## config.mk

```make
export PLATFORM = sky130hd
export DESIGN_NAME = nibble_serial_add
export DESIGN_NICKNAME = d
export VERILOG_FILES = /design/src/rtl/nsa_pkg.sv /design/src/rtl/fulladd_4bit.sv /design/src/rtl/nibble_serial_add.sv
export SDC_FILE = /design/constraint.sdc
export NUM_CORES = 1
export LEC_CHECK = 0
export ABC_AREA = 1
export CORE_MARGIN = 1
export CORE_UTILIZATION = 45
export DETAILED_ROUTE_END_ITERATION = 10
export GPL_TIMING_DRIVEN = 0
export PLACE_DENSITY = 0.69
export SYNTH_ARGS = -nofsm -noshare
export SYNTH_HDL_FRONTEND = slang
export SYNTH_HIERARCHICAL = 1
export SYNTH_SLANG_ARGS = --single-unit
```

## constraint.sdc

```tcl
create_clock -name clk -period 3.2 [get_ports clk]
set_input_delay 0.8 -clock clk [delete_from_list [all_inputs] [get_ports clk]]
set_output_delay 0.8 -clock clk [all_outputs]
set_load 0.05 [all_outputs]
```

## src/rtl/nsa_pkg.sv

```systemverilog
// rtl/nsa_pkg.sv - shared state type, nibble width and nibble-count helper for nibble_serial_add
package nsa_pkg;

   localparam int NIB_W = 4;

   typedef enum logic [1:0] {
      IDLE = 2'd0,
      RUN  = 2'd1,
      DONE = 2'd2
   } state_t;

   function automatic int nibble_count(input int width);
      return width / NIB_W;
   endfunction

endpackage

```

## src/rtl/fulladd_4bit.sv

```systemverilog
// rtl/fulladd_4bit.sv - 4-bit adder with carry-in and carry-out
module fulladd_4bit (
   input  logic [3:0] a,
   input  logic [3:0] b,
   input  logic       c_in,
   output logic [3:0] sum,
   output logic       carry
);

   assign {carry, sum} = {1'b0, a} + {1'b0, b} + {4'b0000, c_in};

endmodule

```

## src/rtl/nibble_serial_add.sv

```systemverilog
// rtl/nibble_serial_add.sv - WIDTH-bit adder feeding fulladd_4bit one nibble per clock; NIBBLE_SERIAL_OVF_EN adds signed overflow output
module nibble_serial_add
   import nsa_pkg::*;
#(
   parameter int WIDTH = 16
) (
   input  logic             clk,
   input  logic             rst_n,
   input  logic             in_valid,
   output logic             in_ready,
   input  logic [WIDTH-1:0] a,
   input  logic [WIDTH-1:0] b,
   input  logic             c_in,
   output logic             out_valid,
   input  logic             out_ready,
   output logic [WIDTH-1:0] sum,
   output logic             carry
`ifdef NIBBLE_SERIAL_OVF_EN
   ,
   output logic             ovf
`endif
);

   localparam int NIBBLES = nibble_count(WIDTH);
   localparam int IDX_W   = $clog2(NIBBLES);

   state_t             state_q, state_d;
   logic [IDX_W-1:0]   idx_q;
   logic               carry_q;
   logic [WIDTH-1:0]   a_q, b_q, sum_q;
   logic [NIB_W-1:0]   nib_a, nib_b, fa_sum;
   logic               fa_carry;
   logic               last_nib;

   assign last_nib = (idx_q == IDX_W'(NIBBLES - 1));
   assign nib_a    = a_q[idx_q*NIB_W +: NIB_W];
   assign nib_b    = b_q[idx_q*NIB_W +: NIB_W];

   fulladd_4bit u_fa (
      .a     (nib_a),
      .b     (nib_b),
      .c_in  (carry_q),
      .sum   (fa_sum),
      .carry (fa_carry)
   );

   always_ff @(posedge clk or negedge rst_n) begin
      if (!rst_n) begin
         state_q <= IDLE;
      end else begin
         state_q <= state_d;
      end
   end

   always_comb begin
      state_d   = state_q;
      in_ready  = 1'b0;
      out_valid = 1'b0;
      case (state_q)
         IDLE: begin
            in_ready = 1'b1;
            if (in_valid) state_d = RUN;
         end
         RUN: begin
            if (last_nib) state_d = DONE;
         end
         DONE: begin
            out_valid = 1'b1;
            if (out_ready) state_d = IDLE;
         end
         default: state_d = IDLE;
      endcase
   end

   // sum is only written in RUN, so it holds through DONE and the following IDLE
   always_ff @(posedge clk or negedge rst_n) begin
      if (!rst_n) begin
         idx_q   <= '0;
         carry_q <= 1'b0;
         a_q     <= '0;
         b_q     <= '0;
         sum_q   <= '0;
      end else begin
         case (state_q)
            IDLE: begin
               if (in_valid) begin
                  a_q     <= a;
                  b_q     <= b;
                  carry_q <= c_in;
                  idx_q   <= '0;
               end
            end
            RUN: begin
               sum_q[idx_q*NIB_W +: NIB_W] <= fa_sum;
               carry_q                     <= fa_carry;
               idx_q                       <= last_nib ? '0 : idx_q + 1'b1;
            end
            default: ;
         endcase
      end
   end

   assign sum   = sum_q;
   assign carry = carry_q;

`ifdef NIBBLE_SERIAL_OVF_EN
   logic ovf_q;

   // carry into the MSB is recovered from the MSB sum bit: c = a ^ b ^ s
   always_ff @(posedge clk or negedge rst_n) begin
      if (!rst_n) begin
         ovf_q <= 1'b0;
      end else if (state_q == RUN && last_nib) begin
         ovf_q <= (nib_a[NIB_W-1] ^ nib_b[NIB_W-1] ^ fa_sum[NIB_W-1]) ^ fa_carry;
      end
   end

   assign ovf = ovf_q;
`endif

endmodule

```

==> results of run 1 <==
stage by stage:
step	instance area (um2)	instances
2_1_floorplan	2720	341
3_3_place_gp	3350	467
3_5_place_dp	3370	468
4_1_cts	3450	475
5_1_grt	3450	475
6_report	3450	475
Yosys cell counts, types with 3 or more instances:
library cell	n
sky130_fd_sc_hd__dfrtp_1	53
sky130_fd_sc_hd__buf_2	11
sky130_fd_sc_hd__o21a_1	8
sky130_fd_sc_hd__nor2_2	3
sky130_fd_sc_hd__ha_1	9
sky130_fd_sc_hd__buf_6	3
sky130_fd_sc_hd__nand2_1	134
sky130_fd_sc_hd__nor3_1	4
sky130_fd_sc_hd__o211ai_1	8
sky130_fd_sc_hd__nor2_1	23
sky130_fd_sc_hd__nand3_1	35
sky130_fd_sc_hd__o21ai_0	12
sky130_fd_sc_hd__inv_1	26
worst max-delay path, delay by kind of cell (launching register included):
kind / cells / cell delay, ns
buf+inv: 3 / 1.21
flops: 1 / 0.39
simple gates: 1 / 0.21
layout make-up:
type                    count  area [um2]
plain buffers              17         100
clock buffers               7        86.3
fillers                   524        2220
inverters                  27         101
multi-input cells         244        1190
flip-flops and latches     53        1330
well taps                  72        90.1
repair buffers             55         556
layer usage:
metal,track usage [%],vias up,share of wire (%)
li1,-,1197,-
met1,28.7,1076,47
met2,36.6,50,48
met3,3.77,7,3.3
met4,5.54,0,0.92
met5,0,-,0
cell families (layout without fill, tap and decap cells):
logic type / Yosys count / count (layout)
AO/OA/AOI/OAI: 31 / 31
XOR/XNOR: 1 / 1
adder cells (fa/ha/maj): 11 / 11
buffers and inverters: 44 / 106
flip-flops: 53 / 53
AND/OR/NAND/NOR: 201 / 201
worst min-delay path by stage:
stage                              from                  end  slack [ns]  cells after the start
finish               a_q[0]$_DFFE_PN0P_   a_q[0]$_DFFE_PN0P_        0.48                      2
global route        b_q[12]$_DFFE_PN0P_  b_q[12]$_DFFE_PN0P_        0.50                      2
CTS                  a_q[0]$_DFFE_PN0P_   a_q[0]$_DFFE_PN0P_        0.48                      2
detailed placement   a_q[0]$_DFFE_PN0P_   a_q[0]$_DFFE_PN0P_        0.46                      2
global placement     a_q[3]$_DFFE_PN0P_   a_q[3]$_DFFE_PN0P_        0.45                      2
floorplan            a_q[0]$_DFFE_PN0P_   a_q[0]$_DFFE_PN0P_        0.44                      2
state kept, by name, indices dropped and copies added, names as in the netlist:
signal and cells:
carry 1, a_q 16, b_q 16, sum 16
idx_q 2, state_q 2
power by group through the flow:
| stage | sequential, W | combinational [W] | clock [W] |
|---|---|---|---|
| 6_report | 0.00112 | 0.00239 | 0.000387 |
| 5_1_grt | 0.00116 | 0.00267 | 0.000425 |
| 4_1_cts | 0.00112 | 0.00238 | 0.000390 |
| 3_5_place_dp | 0.00113 | 0.00238 | 0 |
| 3_3_place_gp | 0.00113 | 0.00232 | 0 |
| 2_1_floorplan | 0.00139 | 0.00147 | 0 |
==> impl_metrics.prom, run 1 <==
# TYPE chip_impl_metric gauge
chip_impl_metric{name="pwr-share-clk",unit="%"} 9.9
chip_impl_metric{name="cts_num_sinks",unit=""} 53
chip_impl_metric{name="min_period_over_period",unit="%"} 91.1
chip_impl_info{name="synth_top_flop_cell",value="sky130_fd_sc_hd__dfrtp_1"} 1
chip_impl_metric{name="synth_cell_type_count",unit=""} 22
chip_impl_metric{name="syn-num-nets",unit=""} 389
chip_impl_metric{name="synth_adder_area_share",unit="%"} 5.61
chip_impl_metric{name="routed_wire_length_per_instance",unit="um"} 13.0
chip_impl_info{name="cts_tree",value="yes"} 1
chip_impl_metric{name="final_util",unit="%"} 60.8
chip_impl_metric{name="final_hold_viol_count",unit=""} 0
chip_impl_metric{name="dp_hpwl",unit="um"} 4700
chip_impl_metric{name="worstPathRequired",unit="ns"} 2.40
chip_impl_metric{name="die_area",unit="um2"} 6360
chip_impl_metric{name="global_route_wire_length_before_repair",unit="um"} 10400
chip_impl_info{name="yosysTopAreaCell",value="sky130_fd_sc_hd__dfrtp_1"} 1
chip_impl_metric{name="worst_slew_pin_slew",unit="ns"} 0.607
chip_impl_metric{name="post_route_cells_drive_above_1_share",unit="%"} 6.95
chip_impl_metric{name="viasPerCell",unit=""} 4.91
chip_impl_metric{name="rrSetupSlack",unit="ns"} 0.54
chip_impl_info{name="layout_commonest_cell",value="sky130_fd_sc_hd__nand2_1"} 1
chip_impl_metric{name="final_critical_path_setup_slack",unit="ns"} 0.286
chip_impl_info{name="r2r-end",value="sum[5]$_DFFE_PN0P_"} 1
chip_impl_metric{name="critical_path.max_stage_delay",unit="ns"} 0.83
chip_impl_info{name="startpoint_type",value="flop"} 1
chip_impl_info{name="critical_path.endpoint",value="in_ready"} 1
chip_impl_info{name="clockRootBuffer",value="sky130_fd_sc_hd__clkbuf_8"} 1
chip_impl_metric{name="synth_edf_count",unit=""} 0
chip_impl_metric{name="grt_start_max_net_pins",unit=""} 29
chip_impl_metric{name="maxSlewHeadroom",unit="%"} 59.5
chip_impl_metric{name="slew_violations",unit=""} 0
chip_impl_metric{name="drt_wl_total",unit="um"} 6180
chip_impl_metric{name="post_cts_buffers",unit=""} 0
chip_impl_info{name="layout.cells.most_common_list",value="134 x sky130_fd_sc_hd__nand2_1, 53 x sky130_fd_sc_hd__dfrtp_1, 53 x sky130_fd_sc_hd__clkdlybuf4s50_1"} 1
chip_impl_metric{name="fin_worst_skew",unit="ns"} 0.00606
chip_impl_metric{name="path_max_fanout",unit=""} 10
chip_impl_info{name="crit_path_start",value="state_q[0]$_DFFE_PN0P_"} 1
chip_impl_metric{name="ir_drop",unit="uV"} 489
chip_impl_info{name="largest_cells_by_area_after_synthesis",value="sky130_fd_sc_hd__dfrtp_1 49%, sky130_fd_sc_hd__nand2_1 18%, sky130_fd_sc_hd__nand3_1 6.4%"} 1
chip_impl_metric{name="start_util",unit="%"} 47.9
chip_impl_info{name="grt_setup_unrepaired",value="false"} 1
chip_impl_metric{name="insertion_delay",unit="ns"} 0.30
chip_impl_metric{name="clock.fmax",unit="GHz"} 0.343
chip_impl_metric{name="syn_inst",unit=""} 341
chip_impl_metric{name="detailroute.via_count",unit=""} 2330
chip_impl_metric{name="finalSetupViolations",unit=""} 0
chip_impl_info{name="startpoint_of_the_worst_register_to_register_path",value="idx_q[0]$_DFFE_PN0P_"} 1
chip_impl_metric{name="netSwitchingPower",unit="W"} 0.00192
chip_impl_info{name="worstSetupEndpointType",value="primary output"} 1
chip_impl_metric{name="comb_power_share",unit="%"} 61.2
chip_impl_metric{name="floorplan.core_area",unit="um2"} 5680
chip_impl_metric{name="floorplan.die.height",unit="um"} 79.7
chip_impl_metric{name="cts_hold_buffers",unit=""} 0
chip_impl_metric{name="tritonroute_pass_1_iters",unit=""} 4
chip_impl_metric{name="r2r.worst_path.cells",unit=""} 12
chip_impl_metric{name="netSwitchingFraction",unit="%"} 49.4
chip_impl_metric{name="pre_cts_ws",unit="ns"} 0.570
chip_impl_metric{name="totalNegativeSetupSlack",unit="ns"} 0
chip_impl_info{name="critical_path.cell_chain",value="buf_6 -> nor2_8 -> buf_2 -> clkdlybuf4s50_1"} 1
chip_impl_metric{name="power_report.internal_total",unit="W"} 0.00197
chip_impl_metric{name="num_antenna_cells",unit=""} 0
chip_impl_metric{name="synth_compound_gate_area_share",unit="%"} 7.22
chip_impl_metric{name="via_count_of_the_first_global_routing_pass",unit=""} 2201
chip_impl_info{name="criticalPathCategory",value="flop to primary output"} 1
chip_impl_metric{name="part_of_the_power_in_registers",unit="%"} 28.8
chip_impl_metric{name="number_of_antenna_violations_at_the_first_check_in_global_routing",unit=""} 0
chip_impl_metric{name="synthXorXnorAreaFrac",unit="%"} 0.322
chip_impl_metric{name="cts-htree-levels",unit=""} 2
chip_impl_info{name="hold_class",value="flop to flop"} 1
chip_impl_metric{name="synth_top_cell_area_share",unit="%"} 48.8
chip_impl_info{name="status",value="completed"} 1
chip_impl_metric{name="cts-root-to-sink-buffers",unit=""} 2
chip_impl_metric{name="tightest_hold_margin",unit="ns"} 0.478
chip_impl_metric{name="yosys_warnings",unit=""} 6
chip_impl_metric{name="drc",unit=""} 0
chip_impl_metric{name="synth_sequential_area_ratio",unit="%"} 48.8
chip_impl_metric{name="final.min_clock_period",unit="ns"} 2.91
chip_impl_info{name="largest_family_of_logic_cells_by_synthesized_area",value="simple AND/OR/NAND/NOR gates"} 1
chip_impl_metric{name="layout.nets",unit=""} 451
chip_impl_info{name="crit_slowest_cell",value="sky130_fd_sc_hd__clkdlybuf4s50_1"} 1
chip_impl_metric{name="synth-async-reset-ratio",unit="%"} 100
chip_impl_metric{name="mapped_cell_area",unit="um2"} 2720
chip_impl_metric{name="cp_data_arrival_time",unit="ns"} 2.11
chip_impl_metric{name="synthMuxAreaShare",unit="%"} 0
chip_impl_metric{name="core.rowCount",unit=""} 27
chip_impl_metric{name="die_w",unit="um"} 79.7
chip_impl_metric{name="port_buffers",unit=""} 54
chip_impl_metric{name="post_cts.resized_instances",unit=""} 0
chip_impl_metric{name="groute.usage.overall",unit="%"} 21.6
chip_impl_metric{name="tritoncts.num_buffers",unit=""} 5
chip_impl_metric{name="powerDensity",unit="nW/um2"} 1130
chip_impl_metric{name="area_growth",unit="%"} 26.9
chip_impl_metric{name="antenna_left",unit=""} 0
chip_impl_metric{name="synth_seq_cells",unit=""} 53
chip_impl_metric{name="cts.reportedPaths.clkPinSlew",unit="ns"} 0.09
chip_impl_metric{name="overall_power_after_layout",unit="W"} 0.00390
chip_impl_metric{name="post_synth_and_or_nand_nor_area_fraction",unit="%"} 30.7
chip_impl_metric{name="syn_avg_cell_area",unit="um2"} 7.98
chip_impl_metric{name="design.portCount",unit=""} 56
chip_impl_metric{name="power.static_leakage",unit="nW"} 1.77
chip_impl_metric{name="gp_routability_congestion",unit=""} 0.829
chip_impl_metric{name="overflow",unit=""} 0
chip_impl_metric{name="drt_first_iter_violations",unit=""} 113
chip_impl_metric{name="max-cap-violations",unit=""} 0
No activity file was read; power rests on OpenSTA's default activity.
==> run 2: changes to the inputs <==
--- a/config.mk
+++ b/config.mk
@@ -8,6 +8,7 @@
 export ABC_AREA = 1
 export CORE_MARGIN = 1
 export CORE_UTILIZATION = 45
+export CTS_CLUSTER_DIAMETER = 100
 export DETAILED_ROUTE_END_ITERATION = 10
 export GPL_TIMING_DRIVEN = 0
 export PLACE_DENSITY = 0.69
==> results of run 2 <==
Same layout as run 1: the final DEF is identical, and so are final timing and power.
